## config.mk

```make
export PLATFORM = sky130hd
export DESIGN_NAME = ir_nec_receiver
export DESIGN_NICKNAME = d
export VERILOG_FILES = /design/src/rtl/ir_nec_receiver_pkg.sv /design/src/rtl/ir_nec_receiver_sync_edge.sv /design/src/rtl/ir_nec_receiver.sv
export SDC_FILE = /design/constraint.sdc
export NUM_CORES = 1
export LEC_CHECK = 0
export ABC_CLOCK_PERIOD_IN_PS = 5060
export BUFFER_PORTS_ARGS = -buffer_cell sky130_fd_sc_hd__buf_2
export CAP_MARGIN = 10
export CELL_PAD_IN_SITES_DETAIL_PLACEMENT = 1
export CELL_PAD_IN_SITES_GLOBAL_PLACEMENT = 2
export CORE_MARGIN = 1
export CORE_UTILIZATION = 43
export CTS_BUF_LIST = sky130_fd_sc_hd__clkbuf_16
export DETAILED_ROUTE_END_ITERATION = 8
export PLACE_DENSITY = 0.93
export SLEW_MARGIN = 20
export SYNTH_ARGS = -nofsm -noshare
export SYNTH_HDL_FRONTEND = slang
export SYNTH_SLANG_ARGS = --single-unit
```

## constraint.sdc

```tcl
create_clock -name clk -period 5.06 [get_ports clk]
set_input_delay 1.265 -clock clk [delete_from_list [all_inputs] [get_ports clk]]
set_output_delay 1.265 -clock clk [all_outputs]
set_load 0.02 [all_outputs]
```

## src/rtl/ir_nec_receiver_pkg.sv

```systemverilog
// ---------------------------------------------------------------------------
// ir_pkg
// Shared definitions for the NEC IR receiver:
//   - ir_state_t   : receiver FSM state encoding
//   - WIDTH_W      : width of the pulse-width counter in microsecond ticks
//   - *_US         : inclusive pulse-width windows in microseconds
//   - in_window()  : inclusive range test on a measured width
// ---------------------------------------------------------------------------
package ir_pkg;

    localparam int unsigned WIDTH_W = 14;
    localparam logic [WIDTH_W-1:0] WIDTH_MAX = '1;

    // Inclusive windows, microseconds.
    localparam int unsigned LEAD_MARK_MIN_US  = 8000;
    localparam int unsigned LEAD_MARK_MAX_US  = 10000;
    localparam int unsigned LEAD_SPACE_MIN_US = 4000;
    localparam int unsigned LEAD_SPACE_MAX_US = 5000;
    localparam int unsigned BIT_MARK_MIN_US   = 400;
    localparam int unsigned BIT_MARK_MAX_US   = 750;
    localparam int unsigned ZERO_SPACE_MIN_US = 400;
    localparam int unsigned ZERO_SPACE_MAX_US = 750;
    localparam int unsigned ONE_SPACE_MIN_US  = 1400;
    localparam int unsigned ONE_SPACE_MAX_US  = 1900;
    localparam int unsigned STOP_MARK_MIN_US  = 400;
    localparam int unsigned STOP_MARK_MAX_US  = 750;

    typedef enum logic [3:0] {
        S_IDLE       = 4'd0,
        S_ARMED      = 4'd1,
        S_LEAD_MARK  = 4'd2,
        S_LEAD_SPACE = 4'd3,
        S_BIT_MARK   = 4'd4,
        S_BIT_SPACE  = 4'd5,
        S_STOP       = 4'd6,
        S_DONE       = 4'd7,
        S_ERROR      = 4'd8
    } ir_state_t;

    function automatic logic in_window(input logic [WIDTH_W-1:0] w,
                                       input logic [WIDTH_W-1:0] lo,
                                       input logic [WIDTH_W-1:0] hi);
        return (w >= lo) && (w <= hi);
    endfunction

endpackage

```

## src/rtl/ir_nec_receiver_sync_edge.sv

```systemverilog
// ---------------------------------------------------------------------------
// ir_sync_edge
// Two-flop synchronizer for the asynchronous IR line followed by a registered
// edge detector. All flops reset to the idle-high line level so no edge is
// reported coming out of reset. Input-to-pulse latency is 3 clock cycles.
// Ports:
//   clk_i   in   clock
//   rst_ni  in   asynchronous active-low reset
//   ir_i    in   raw asynchronous IR line (low = mark)
//   rise_o  out  one-cycle pulse: synchronized line went low->high
//   fall_o  out  one-cycle pulse: synchronized line went high->low
// ---------------------------------------------------------------------------
module ir_sync_edge (
    input  logic clk_i,
    input  logic rst_ni,
    input  logic ir_i,
    output logic rise_o,
    output logic fall_o
);

    logic s1_q;
    logic s2_q;
    logic prev_q;
    logic rise_q;
    logic fall_q;

    always_ff @(posedge clk_i or negedge rst_ni) begin
        if (!rst_ni) begin
            s1_q   <= 1'b1;
            s2_q   <= 1'b1;
            prev_q <= 1'b1;
            rise_q <= 1'b0;
            fall_q <= 1'b0;
        end else begin
            s1_q   <= ir_i;
            s2_q   <= s1_q;
            prev_q <= s2_q;
            rise_q <= s2_q & ~prev_q;
            fall_q <= ~s2_q & prev_q;
        end
    end

    assign rise_o = rise_q;
    assign fall_o = fall_q;

endmodule

```

## src/rtl/ir_nec_receiver.sv

```systemverilog
// ---------------------------------------------------------------------------
// ir_nec_receiver
// NEC IR frame decoder (leader, 32 data bits LSB first, stop mark) for an
// active-low demodulated receiver output. Armed by `read`, answers with a
// one-cycle DONE (frame good, `data` updated in the same cycle) or ERROR.
//
// Optional feature macro: IR_NEC_CHECK_EN -- when defined, the stop mark is
// only accepted if the command byte matches its inverse (shift[31:24] ==
// ~shift[23:16]); otherwise any timing-valid frame is accepted.
//
// Parameters:
//   CLKS_PER_US     clock cycles per 1 us tick
//   TIMEOUT_US      longest mark/space tolerated while a frame is in progress
//   TIME_SCALE_DIV  divides every us window and the timeout; 1 for real IR
//                   timing, larger values compress frames for fast simulation
// Ports:
//   clk          in   system clock
//   reset        in   asynchronous active-low reset
//   ir_in        in   raw IR line, idle high, low = mark
//   read         in   arm request (level)
//   DONE         out  one-cycle pulse, good frame
//   ERROR        out  one-cycle pulse, frame aborted
//   data         out  last good frame {~cmd, cmd, ~addr, addr}
//   busy         out  high outside IDLE/ARMED
//   dbg_state_o  out  current FSM state
// ---------------------------------------------------------------------------
module ir_nec_receiver
    import ir_pkg::*;
#(
    parameter int unsigned CLKS_PER_US    = 50,
    parameter int unsigned TIMEOUT_US     = 12000,
    parameter int unsigned TIME_SCALE_DIV = 1
) (
    input  logic        clk,
    input  logic        reset,
    input  logic        ir_in,
    input  logic        read,
    output logic        DONE,
    output logic        ERROR,
    output logic [31:0] data,
    output logic        busy,
    output ir_state_t   dbg_state_o
);

    // Windows expressed in ticks of the width counter.
    localparam logic [WIDTH_W-1:0] LM_LO = WIDTH_W'(LEAD_MARK_MIN_US  / TIME_SCALE_DIV);
    localparam logic [WIDTH_W-1:0] LM_HI = WIDTH_W'(LEAD_MARK_MAX_US  / TIME_SCALE_DIV);
    localparam logic [WIDTH_W-1:0] LS_LO = WIDTH_W'(LEAD_SPACE_MIN_US / TIME_SCALE_DIV);
    localparam logic [WIDTH_W-1:0] LS_HI = WIDTH_W'(LEAD_SPACE_MAX_US / TIME_SCALE_DIV);
    localparam logic [WIDTH_W-1:0] BM_LO = WIDTH_W'(BIT_MARK_MIN_US   / TIME_SCALE_DIV);
    localparam logic [WIDTH_W-1:0] BM_HI = WIDTH_W'(BIT_MARK_MAX_US   / TIME_SCALE_DIV);
    localparam logic [WIDTH_W-1:0] B0_LO = WIDTH_W'(ZERO_SPACE_MIN_US / TIME_SCALE_DIV);
    localparam logic [WIDTH_W-1:0] B0_HI = WIDTH_W'(ZERO_SPACE_MAX_US / TIME_SCALE_DIV);
    localparam logic [WIDTH_W-1:0] B1_LO = WIDTH_W'(ONE_SPACE_MIN_US  / TIME_SCALE_DIV);
    localparam logic [WIDTH_W-1:0] B1_HI = WIDTH_W'(ONE_SPACE_MAX_US  / TIME_SCALE_DIV);
    localparam logic [WIDTH_W-1:0] SM_LO = WIDTH_W'(STOP_MARK_MIN_US  / TIME_SCALE_DIV);
    localparam logic [WIDTH_W-1:0] SM_HI = WIDTH_W'(STOP_MARK_MAX_US  / TIME_SCALE_DIV);
    localparam logic [WIDTH_W-1:0] TIMEOUT_TICKS = WIDTH_W'(TIMEOUT_US / TIME_SCALE_DIV);

    localparam logic [15:0] PRESC_LAST = 16'(CLKS_PER_US - 1);

    // ------------------------------------------------------------------
    // Line conditioning
    // ------------------------------------------------------------------
    logic rise;
    logic fall;
    logic any_edge;

    ir_sync_edge u_sync_edge (
        .clk_i  (clk),
        .rst_ni (reset),
        .ir_i   (ir_in),
        .rise_o (rise),
        .fall_o (fall)
    );

    assign any_edge = rise | fall;

    // ------------------------------------------------------------------
    // Microsecond prescaler and width counter. The prescaler free-runs, so
    // a measured width can be off by one tick depending on its phase.
    // ------------------------------------------------------------------
    logic [15:0]        presc_q;
    logic               tick;
    logic [WIDTH_W-1:0] width_q;

    assign tick = (presc_q == PRESC_LAST);

    always_ff @(posedge clk or negedge reset) begin
        if (!reset) begin
            presc_q <= '0;
            width_q <= '0;
        end else begin
            presc_q <= tick ? 16'd0 : presc_q + 16'd1;
            if (any_edge) begin
                width_q <= '0;
            end else if (tick && (width_q != WIDTH_MAX)) begin
                width_q <= width_q + 1'b1;
            end
        end
    end

    logic time_up;
    assign time_up = (width_q >= TIMEOUT_TICKS);

    // ------------------------------------------------------------------
    // Checksum on the command byte pair
    // ------------------------------------------------------------------
    logic [31:0] shift_q, shift_d;
    logic        chk_ok;

`ifdef IR_NEC_CHECK_EN
    assign chk_ok = (shift_q[31:24] == ~shift_q[23:16]);
`else
    assign chk_ok = 1'b1;
`endif

    // ------------------------------------------------------------------
    // Frame FSM
    // ------------------------------------------------------------------
    ir_state_t   state_q, state_d;
    logic [5:0]  idx_q, idx_d;
    logic [31:0] data_q, data_d;

    always_ff @(posedge clk or negedge reset) begin
        if (!reset) begin
            state_q <= S_IDLE;
            shift_q <= '0;
            idx_q   <= '0;
            data_q  <= '0;
        end else begin
            state_q <= state_d;
            shift_q <= shift_d;
            idx_q   <= idx_d;
            data_q  <= data_d;
        end
    end

    always_comb begin
        state_d = state_q;
        shift_d = shift_q;
        idx_d   = idx_q;
        data_d  = data_q;

        unique case (state_q)
            S_IDLE: begin
                if (read) state_d = S_ARMED;
            end

            S_ARMED: begin
                // A starting frame wins over a simultaneous disarm.
                if (fall) begin
                    state_d = S_LEAD_MARK;
                    shift_d = '0;
                    idx_d   = '0;
                end else if (!read) begin
                    state_d = S_IDLE;
                end
            end

            S_LEAD_MARK: begin
                if (rise) begin
                    state_d = in_window(width_q, LM_LO, LM_HI) ? S_LEAD_SPACE : S_ERROR;
                end else if (time_up) begin
                    state_d = S_ERROR;
                end
            end

            S_LEAD_SPACE: begin
                if (fall) begin
                    if (in_window(width_q, LS_LO, LS_HI)) begin
                        state_d = S_BIT_MARK;
                        idx_d   = '0;
                    end else begin
                        state_d = S_ERROR;
                    end
                end else if (time_up) begin
                    state_d = S_ERROR;
                end
            end

            S_BIT_MARK: begin
                if (rise) begin
                    state_d = in_window(width_q, BM_LO, BM_HI) ? S_BIT_SPACE : S_ERROR;
                end else if (time_up) begin
                    state_d = S_ERROR;
                end
            end

            S_BIT_SPACE: begin
                // The fall that ends the 32nd space starts the stop mark, so
                // that mark is timed in STOP rather than as another bit mark.
                if (fall) begin
                    if (in_window(width_q, B0_LO, B0_HI) || in_window(width_q, B1_LO, B1_HI)) begin
                        shift_d = {in_window(width_q, B1_LO, B1_HI), shift_q[31:1]};
                        idx_d   = idx_q + 6'd1;
                        state_d = (idx_q == 6'd31) ? S_STOP : S_BIT_MARK;
                    end else begin
                        state_d = S_ERROR;
                    end
                end else if (time_up) begin
                    state_d = S_ERROR;
                end
            end

            S_STOP: begin
                if (rise) begin
                    if (in_window(width_q, SM_LO, SM_HI) && chk_ok) begin
                        state_d = S_DONE;
                        data_d  = shift_q;
                    end else begin
                        state_d = S_ERROR;
                    end
                end else if (time_up) begin
                    state_d = S_ERROR;
                end
            end

            S_DONE:  state_d = S_IDLE;
            S_ERROR: state_d = S_IDLE;

            default: state_d = S_IDLE;
        endcase
    end

    assign DONE        = (state_q == S_DONE);
    assign ERROR       = (state_q == S_ERROR);
    assign busy        = (state_q != S_IDLE) && (state_q != S_ARMED);
    assign data        = data_q;
    assign dbg_state_o = state_q;

endmodule

```

==> impl_metrics.json, run 1 <==
{
  "synth_edf_count": 0,
  "p_int_mw": 1.37,
  "cts_tree": "yes",
  "ios": 43,
  "synth.most_common_cell": "dfrtp_1",
  "nNetsFinal": 471,
  "fmax_mhz": 359,
  "netlist_top_cells_count": "dfrtp_1, nor2_1, a22o_1",
  "die-area_um2": 12100,
  "gr-total-overflow": 0,
  "first_pass_iters": 4,
  "syn_to_final_growth_pct": 10.8,
  "rsz0062_at_grt": "false",
  "clkPwrFrac_pct": 42.3,
  "rr_worst_depth": 6,
  "relSlewSlack_pct": 36.3,
  "grt_pass1_vias": 3553,
  "skew_ns": 0.00834,
  "layout-drive-gt1-share_pct": 22.7,
  "yosys.area.top_type_share_pct": 52.7,
  "register_area_um2": 2730,
  "synth-compound-area-share_pct": 13.3,
  "swShare_pct": 25.2,
  "crit_path_end_kind": "output port",
  "fin_setup_tns_ns": 0,
  "clkLatencyLatePin_ns": 0.35,
  "power_density_nw_per_um2": 328,
  "startpoint_type": "flip-flop",
  "synth.cell_area_um2": 5040,
  "core-area_um2": 11400,
  "grt_start_max_net_pins": 77,
  "multiInputGateArea_um2": 2090,
  "status": "finished clean",
  "p_sw_uw": 462,
  "arrival_ns": 1.52,
  "n_antenna_cell": 0,
  "ctsHoldBuffers": 0,
  "crit_type": "reg2out",
  "cts_buffers": 9,
  "hpwlAfterDp_mm": 7.19,
  "clock-sinks": 109,
  "crit_required_ns": 3.80,
  "syn-num-nets": 446,
  "avgSynthCellArea_um2": 11.5,
  "drc": 0,
  "yosys_warnings": 0,
  "drv_cap": 0,
  "die_x_um": 110,
  "cts_resized": 0,
  "min_path_type": "reg2reg",
  "p_leak_nw": 2.69,
  "drtIter0Drc": 249,
  "clkSlewWorstSetupHoldPaths_ns": 0.07,
  "cts-htree-levels": 3,
  "antenna_found_initial": 0,
  "worstPathMaxFanout": 15,
  "synthArstFlopShare_pct": 100,
  "vias": 3478,
  "fin_cells": 610,
  "fin_crit_sh_pct": 55.0,
  "period_minus_slack_ns": 2.78,
  "slew_viol_final": 0,
  "synth_top_family_by_area": "simple AND/OR/NAND/NOR gates",
  "initial_core_util_pct": 44.1,
  "synth.distinct_cells": 61,
  "yosysSeqAreaShare_pct": 54.2,
  "clockBufferDepth": 2,
  "setup_viol": 0,
  "clock-root-buffer": "clkbuf_16",
  "drt-wirelength-per-cell_um": 18.2,
  "grt_pass1_wl_mm": 18.0,
  "rows": 39,
  "synth_xor_area_share_pct": 4.52,
  "synth.area.mux_share_pct": 7.38,
  "power.share.sequential_pct": 50.4,
  "post-cts-setup-buffers": 0,
  "gp_congestion": 0.797,
  "fill_cells": 1237,
  "final_core_util_pct": 48.9,
  "yosys_register_bits": 109,
  "netlist_instances": 437,
  "tightest_slew_ns": 0.956,
  "drtAntennaViolNets": 0,
  "synth_simple_gate_area_share_pct": 14.9,
  "ys_top_cells_by_area": "dfrtp_1, mux2_2, a22o_1",
  "detail_route.vias_per_cell": 5.70,
  "die_y_um": 110,
  "finalWirelength_mm": 11.1,
  "dpl.cell_count": 594,
  "yosys.area.top_type": "dfrtp_1",
  "ir_drop_uv": 351,
  "synth_fa_ha_area_share_pct": 1.24,
  "grt_use_total_pct": 19.5,
  "p_comb_share_pct": 7.3,
  "synth_flop_cell": "dfrtp_1",
  "io_buffers": 42,
  "finalHoldViolations": 0,
  "holdPathStages": 0
}
## area by class of cell
cell class	count	share of cell area, %
Sequential cell	109	48.9
Multi-Input combinational cell	291	37.4
Timing Repair Buffer	44	4.08
Clock buffer	9	4.03
Tap cell	143	3.21
Clock inverter	7	1.86
Inverter	7	0.471
## power groups by stage
stage / clock (mW) / sequential [mW] / combinational, mW
5_1_grt: 0.824 / 0.926 / 0.151
2_1_floorplan: 0 / 0.923 / 0.106
6_report: 0.773 / 0.922 / 0.134
4_1_cts: 0.798 / 0.921 / 0.137
3_3_place_gp: 0 / 0.938 / 0.132
3_5_place_dp: 0 / 0.939 / 0.136
## cells by family after synthesis
| group | count (synthesis) |
|---|---|
| simple gates | 141 |
| flops | 109 |
| compound gates | 86 |
| buf+inv | 37 |
| mux | 33 |
| xor+xnor | 26 |
| fa+ha+maj | 5 |
## metal layers
layer	up-vias	part of all wire (%)	global-route usage (%)
li1	1620	-	-
met2	62	51	33.8
met1	1786	45	24.4
met5	-	0	0
met3	10	2.9	4.76
met4	0	1.3	5.17
## metrics by stage
step                      power (mW)  worst slack (ns)  hold WS, ns  instance area [um^2]
after floorplan                 1.03              2.26        0.345                  5040
after global placement          1.07              2.56        0.347                  5250
after detailed placement        1.07              2.50        0.352                  5250
after CTS                       1.86              2.27        0.363                  5580
after global routing            1.90              2.16        0.367                  5580
final                           1.83              2.28        0.360                  5580
## cells in the final DEF, fill, tap and decap left out, drive strengths merged, types with 14 or more instances in the layout
master,Yosys,layout
a21oi,15,15
a22o,33,33
buf,23,44
dfrtp,106,106
mux2,33,33
nand2,27,27
nand3,18,18
nor2,39,39
o21ai,14,14
xnor2,16,16
## sequential cells by signal (all words and copies together), names as in the netlist
| name | count |
|---|---|
| data | 32 |
| shift_q | 32 |
| presc_q | 16 |
| width_q | 14 |
| idx_q | 6 |
| dbg_state_o | 4 |
| u_sync_edge.fall_o | 1 |
| u_sync_edge.prev_q | 1 |
| u_sync_edge.rise_o | 1 |
| u_sync_edge.s1_q | 1 |
| u_sync_edge.s2_q | 1 |
## critical path, cell delays in order, from the launching register on
cell and delay, ns:
dfrtp_1 0.67, nand2b_1 0.18, nor2_1 0.15, buf_2 0.17
## path summary, 6_finish.rpt
kind,start,endpoint,slack [ns]
worst max register to register,width_q[6],shift_q[12],2.45
worst min register to register,u_sync_edge.s1_q,u_sync_edge.s2_q,0.36
min in group asynchronous,reset,data[18],1.06
worst min-delay path,u_sync_edge.s1_q,u_sync_edge.s2_q,0.36
max in group asynchronous,reset,u_sync_edge.prev_q,2.94
worst max-delay path,dbg_state_o[1],DONE,2.28
No activity file was read; power rests on OpenSTA's default activity.
==> run 2: changes to the inputs <==
--- a/config.mk
+++ b/config.mk
@@ -5,16 +5,17 @@
 export SDC_FILE = /design/constraint.sdc
 export NUM_CORES = 1
 export LEC_CHECK = 0
-export ABC_CLOCK_PERIOD_IN_PS = 5060
+export ABC_AREA = 1
+export ABC_CLOCK_PERIOD_IN_PS = 2500
 export BUFFER_PORTS_ARGS = -buffer_cell sky130_fd_sc_hd__buf_2
 export CAP_MARGIN = 10
 export CELL_PAD_IN_SITES_DETAIL_PLACEMENT = 1
 export CELL_PAD_IN_SITES_GLOBAL_PLACEMENT = 2
 export CORE_MARGIN = 1
-export CORE_UTILIZATION = 43
+export CORE_UTILIZATION = 32
 export CTS_BUF_LIST = sky130_fd_sc_hd__clkbuf_16
 export DETAILED_ROUTE_END_ITERATION = 8
-export PLACE_DENSITY = 0.93
+export PLACE_DENSITY = 0.84
 export SLEW_MARGIN = 20
 export SYNTH_ARGS = -nofsm -noshare
 export SYNTH_HDL_FRONTEND = slang
==> constraint.sdc (replaced) <==
create_clock -name clk -period 2.5 [get_ports clk]
set_input_delay 0.625 -clock clk [delete_from_list [all_inputs] [get_ports clk]]
set_output_delay 0.625 -clock clk [all_outputs]
set_load 0.02 [all_outputs]
==> run 2 against run 1 <==
Compared with the run above: clock skew down 0.0028 ns; combinational power up 86%; largest power group unchanged; flip-flop and latch count unchanged; clock power up 97%; clock-buffer cell count unchanged; global-route usage down 2.5 points; power up 95%; via count up 29%.
==> impl_metrics.json, run 2 <==
{
  "status": "finished clean",
  "fin_crit_sh_pct": 86.7,
  "io_buffers": 42,
  "startpoint": "width_q[3]",
  "cts_tree": "yes",
  "relSlewSlack_pct": 65.4,
  "clock-root-buffer": "clkbuf_16",
  "yosysSeqAreaShare_pct": 51.0,
  "setup_viol": 0,
  "crit_path_end_kind": "flip-flop",
  "syn-num-nets": 672,
  "fin_setup_tns_ns": 0,
  "power.share.sequential_pct": 50.4,
  "first_pass_iters": 4,
  "p_leak_nw": 2.92,
  "drtIter0Drc": 256,
  "fmax_mhz": 461,
  "period_minus_slack_ns": 2.17,
  "regToRegSetupSlack_ns": 0.33,
  "drc": 0,
  "core-area_um2": 16100,
  "hpwlAfterDp_mm": 9.88,
  "synth_flop_cell": "dfrtp_1",
  "synthArstFlopShare_pct": 100,
  "yosys_warnings": 0,
  "syn_to_final_growth_pct": 13.6,
  "rr_worst_depth": 8,
  "grt_pass1_vias": 4827,
  "ios": 43,
  "slew_viol_final": 0,
  "grt_pass1_wl_mm": 23.9,
  "grt_use_total_pct": 17.0,
  "clockBufferDepth": 2,
  "drtAntennaViolNets": 0,
  "final_core_util_pct": 37.8,
  "yosys.area.top_type_share_pct": 49.5,
  "min_path_type": "in2async",
  "clkPwrFrac_pct": 42.6,
  "reg2reg_from": "width_q[3]",
  "synth.distinct_cells": 38,
  "yosys.area.top_type": "dfrtp_1",
  "synth_edf_count": 0,
  "ys_top_cells_by_area": "dfrtp_1, nand2_1, inv_1",
  "grt_start_max_net_pins": 64,
  "avgSynthCellArea_um2": 8.08,
  "p_comb_share_pct": 7.0,
  "synth.cell_area_um2": 5360,
  "worstPathMaxFanout": 63,
  "die_x_um": 131,
  "crit_end": "data[0]",
  "drv_cap": 0,
  "clkLatencyLatePin_ns": 0.35,
  "drt-wirelength-per-cell_um": 14.6,
  "tightest_slew_ns": 0.519,
  "yosys_register_bits": 109,
  "ir_drop_uv": 290,
  "die_y_um": 131,
  "finalHoldViolations": 0,
  "clkSlewWorstSetupHoldPaths_ns": 0.08,
  "crit_required_ns": 2.74,
  "gp_congestion": 0.874,
  "cts-htree-levels": 3,
  "layout_commonest_cell": "nand2_1",
  "crit_type": "reg2reg",
  "finalWirelength_mm": 13.5,
  "vias": 4484,
  "post-cts-setup-buffers": 0,
  "final_cell_mix": "nand2_1, dfrtp_1, inv_1",
  "ctsHoldBuffers": 0,
  "nNetsFinal": 714,
  "power_density_nw_per_um2": 587,
  "antenna_found_initial": 0,
  "timing.rr.end": "data[0]",
  "netlist_top_cells_count": "nand2_1, dfrtp_1, inv_1",
  "die-area_um2": 17300,
  "swShare_pct": 26.1,
  "n_antenna_cell": 0,
  "cts_buffers": 9,
  "rows": 46,
  "netlist_instances": 663,
  "synth.most_common_cell": "nand2_1",
  "p_sw_uw": 931,
  "p_int_mw": 2.64,
  "layout-drive-gt1-share_pct": 13.4,
  "cts_resized": 0,
  "rsz0062_at_grt": "false",
  "detail_route.vias_per_cell": 4.84,
  "gr-total-overflow": 0,
  "arrival_ns": 2.41,
  "clock-sinks": 109,
  "initial_core_util_pct": 33.2,
  "startpoint_type": "flip-flop",
  "skew_ns": 0.00557
}
==> run 2: cell count changes in the layout (fill, tap and decap cells not counted), moves of 6 or more <==
cell / delta
nand2_1: +143
inv_1: +83
o21ai_1: +43
o21ai_0: +39
a22o_1: -33
mux2_2: -27
nand3_1: +18
xnor2_1: -16
nor2_1: +15
and3_1: -6
==> run 2: layout make-up <==
class	instances	area, um^2
Timing Repair Buffer	50	285
Sequential cell	109	2730
Fill cell	1969	10000
Inverter	93	349
Tap cell	216	270
Clock buffer	9	225
Multi-Input combinational cell	442	2140
Clock inverter	7	87.6
==> run 2: stage by stage <==
stage | hold slack (ns) | area (um^2) | worst slack (ns) | instances | total power [mW]
finish | 0.186 | 6080 | 0.332 | 926 | 3.57
global route | 0.200 | 6080 | 0.110 | 926 | 3.71
CTS | 0.190 | 6080 | 0.355 | 926 | 3.63
detailed placement | 0.349 | 5770 | 0.415 | 910 | 2.09
global placement | 0.346 | 5770 | 0.437 | 910 | 2.08
floorplan | 0.329 | 5360 | 0.649 | 663 | 2.00
==> run 2: worst min path at each step <==
stage | startpoint | end | slack [ns] | depth (start not counted)
after floorplan | reset | data[0] | 0.33 | 0
after global placement | u_sync_edge.s1_q | u_sync_edge.s2_q | 0.35 | 0
after detailed placement | u_sync_edge.s1_q | u_sync_edge.s2_q | 0.35 | 0
after CTS | reset | data[7] | 0.19 | 1
after global routing | reset | presc_q[14] | 0.20 | 1
final | reset | presc_q[8] | 0.19 | 1
==> run 2: cell families after synthesis <==
family                   after synthesis  share of synthesized area [%]
AND/OR/NAND/NOR                      307                           25.1
flip-flops                           109                           51.0
multiplexers                           1                          0.210
AO/OA/AOI/OAI                        116                           11.3
adder cells (fa/ha/maj)                5                           1.17
buffers and inverters                112                           9.15
XOR/XNOR                              13                           2.13
==> run 2: critical path: stages (launching register included) <==
cell     delay [ns]
dfrtp_1        0.51
nand2_1        0.18
a21oi_1        0.23
nand2_1        0.08
nand2_1        0.06
nand2_1        0.09
nand3_2        0.07
buf_4          0.44
mux2_2         0.39
==> run 2: per-layer routing <==
metal | vias to the layer above | track usage, % | share of wire, %
li1 | 2203 | - | -
met2 | 64 | 27.9 | 47
met5 | - | 0 | 0
met4 | 0 | 6.72 | 2.2
met1 | 2195 | 22.2 | 48
met3 | 22 | 3.13 | 2.8
==> run 2: power groups by stage <==
stage / Clock (mW) / Combinational, mW / Sequential [mW]
3_5_place_dp: 0 / 0.252 / 1.84
2_1_floorplan: 0 / 0.155 / 1.84
3_3_place_gp: 0 / 0.244 / 1.83
4_1_cts: 1.58 / 0.254 / 1.80
5_1_grt: 1.62 / 0.282 / 1.80
6_report: 1.52 / 0.249 / 1.80
==> run 3: changes to the inputs <==
--- a/config.mk
+++ b/config.mk
@@ -6,16 +6,16 @@
 export NUM_CORES = 1
 export LEC_CHECK = 0
 export ABC_AREA = 1
-export ABC_CLOCK_PERIOD_IN_PS = 2500
+export ABC_CLOCK_PERIOD_IN_PS = 2800
 export BUFFER_PORTS_ARGS = -buffer_cell sky130_fd_sc_hd__buf_2
 export CAP_MARGIN = 10
 export CELL_PAD_IN_SITES_DETAIL_PLACEMENT = 1
 export CELL_PAD_IN_SITES_GLOBAL_PLACEMENT = 2
 export CORE_MARGIN = 1
-export CORE_UTILIZATION = 32
+export CORE_UTILIZATION = 39
 export CTS_BUF_LIST = sky130_fd_sc_hd__clkbuf_16
 export DETAILED_ROUTE_END_ITERATION = 8
-export PLACE_DENSITY = 0.84
+export PLACE_DENSITY = 0.94
 export SLEW_MARGIN = 20
 export SYNTH_ARGS = -nofsm -noshare
 export SYNTH_HDL_FRONTEND = slang
==> constraint.sdc (replaced) <==
create_clock -name clk -period 2.8 [get_ports clk]
set_input_delay 0.7 -clock clk [delete_from_list [all_inputs] [get_ports clk]]
set_output_delay 0.7 -clock clk [all_outputs]
set_load 0.02 [all_outputs]
==> run 3 against run 2 <==
Compared with the run above: design area decreased by 1.7%; power decreased by 14%; critical path depth down 3; routed wire length is 1.9% higher; non-clock buffer count decreased by 3; utilization grew 7.2 points; global-route usage increased by 3.8 points; die area fell by 18%; first-iteration DRC count down 17%; largest cell class unchanged; largest power group unchanged.
==> impl_metrics.json, run 3 (synthesized netlist as in run 2, its figures left out) <==
{
  "pre_cts_ws_ns": 0.709,
  "clkSlewWorstSetupHoldPaths_ns": 0.08,
  "fmax_mhz": 461,
  "finalWirelength_mm": 13.8,
  "die_x_um": 119,
  "first_pass_iters": 4,
  "fin_setup_tns_ns": 0,
  "setup_viol": 0,
  "drt-wirelength-per-cell_um": 15.6,
  "ctsHoldBuffers": 0,
  "finalHoldViolations": 0,
  "grt_pass1_wl_mm": 23.6,
  "layout-drive-gt1-share_pct": 13.0,
  "slew_viol_final": 0,
  "tightest_slew_ns": 0.764,
  "nNetsFinal": 711,
  "grt_use_total_pct": 20.9,
  "drc": 0,
  "ios": 43,
  "final_cell_mix": "nand2_1, dfrtp_1, inv_1",
  "syn_to_final_growth_pct": 11.6,
  "startpoint_type": "flip-flop",
  "p_leak_nw": 2.90,
  "worstPathMaxFanout": 4,
  "layout_commonest_cell": "nand2_1",
  "crit_path_end_kind": "output port",
  "initial_core_util_pct": 40.3,
  "vias": 4488,
  "core-area_um2": 13300,
  "relSlewSlack_pct": 49.1,
  "skew_ns": 0.0131,
  "antenna_found_initial": 0,
  "drv_cap": 0,
  "ir_drop_uv": 240,
  "cts_tree": "yes",
  "power_mw": 3.08,
  "crit_required_ns": 2.10,
  "rsz0062_at_grt": "false",
  "final_core_util_pct": 45.0,
  "grt_pass1_vias": 4689,
  "n_antenna_cell": 0,
  "power_density_nw_per_um2": 515,
  "clkLatencyLatePin_ns": 0.36,
  "clock-root-buffer": "clkbuf_16",
  "drtAntennaViolNets": 0,
  "fin_crit_sh_pct": 77.5,
  "cts_buffers": 9,
  "grt_start_max_net_pins": 67,
  "io_buffers": 42,
  "dpl.cell_count": 867,
  "drtIter0Drc": 212,
  "cts-htree-levels": 3,
  "post-cts-setup-buffers": 0,
  "crit_type": "reg2out",
  "status": "finished clean",
  "hpwlAfterDp_mm": 9.90,
  "gr-total-overflow": 0,
  "final_area_um2": 5980,
  "min_path_type": "in2async",
  "die-area_um2": 14200,
  "cts_resized": 0,
  "fin_cells": 883,
  "die_y_um": 119,
  "detail_route.vias_per_cell": 5.08,
  "timing.final.ws_setup_ns": 0.631,
  "finalHoldWorstSlack_ns": 0.233,
  "clockBufferDepth": 2,
  "clock-sinks": 109,
  "arrival_ns": 1.47,
  "rows": 42,
  "period_minus_slack_ns": 2.17,
  "placed_area_um2": 5700,
  "gp_congestion": 0.906,
  "rr_worst_depth": 8
}
run 3: changes by cell type in the layout (fill, tap and decap cells not counted), sizes merged:
| cell | change |
|---|---|
| bufinv | -1 |
| buf | -3 |
| clkinv | +1 |
| inv | +1 |
| clkinvlp | -1 |
run 3: layer usage:
metal | part of all wire [%] | vias up | wire length [um] | GRT usage, %
met5 | 0 | - | 0 | 0
met4 | 1.5 | 0 | 202 | 7.20
met3 | 2.5 | 15 | 346 | 3.02
met2 | 48 | 66 | 6650 | 34.6
met1 | 48 | 2214 | 6580 | 27.8
li1 | - | 2193 | - | -
run 3: area by class of cell:
class | instances | area, um^2
clock buffers | 9 | 225
flip-flops and latches | 109 | 2730
repair buffers | 47 | 263
multi-input cells | 442 | 2140
clock inverters | 7 | 55.1
fillers | 1639 | 7320
inverters | 93 | 349
well taps | 176 | 220
run 3: path summary, 6_finish.rpt:
path | startpoint | end | slack, ns
setup / recovery | dbg_state_o[2] | DONE | 0.63
hold / removal | reset | presc_q[6] | 0.23
setup reg to reg | width_q[3] | data[0] | 0.67
hold reg to reg | u_sync_edge.s1_q | u_sync_edge.s2_q | 0.37
max in group asynchronous | reset | u_sync_edge.prev_q | 1.87
min in group clk | u_sync_edge.s1_q | u_sync_edge.s2_q | 0.37
run 3: power by group:
| part | internal, mW | switching [mW] | total (mW) |
|---|---|---|---|
| Sequential | 1.59 | 0.0172 | 1.61 |
| Clock | 0.620 | 0.636 | 1.26 |
| Combinational | 0.0541 | 0.165 | 0.219 |
run 3: critical path: stages (launching register included):
cell,delay [ns]
dfrtp_1,0.42
inv_1,0.10
nor2_1,0.16
inv_1,0.08
nor3_1,0.16
buf_2,0.20
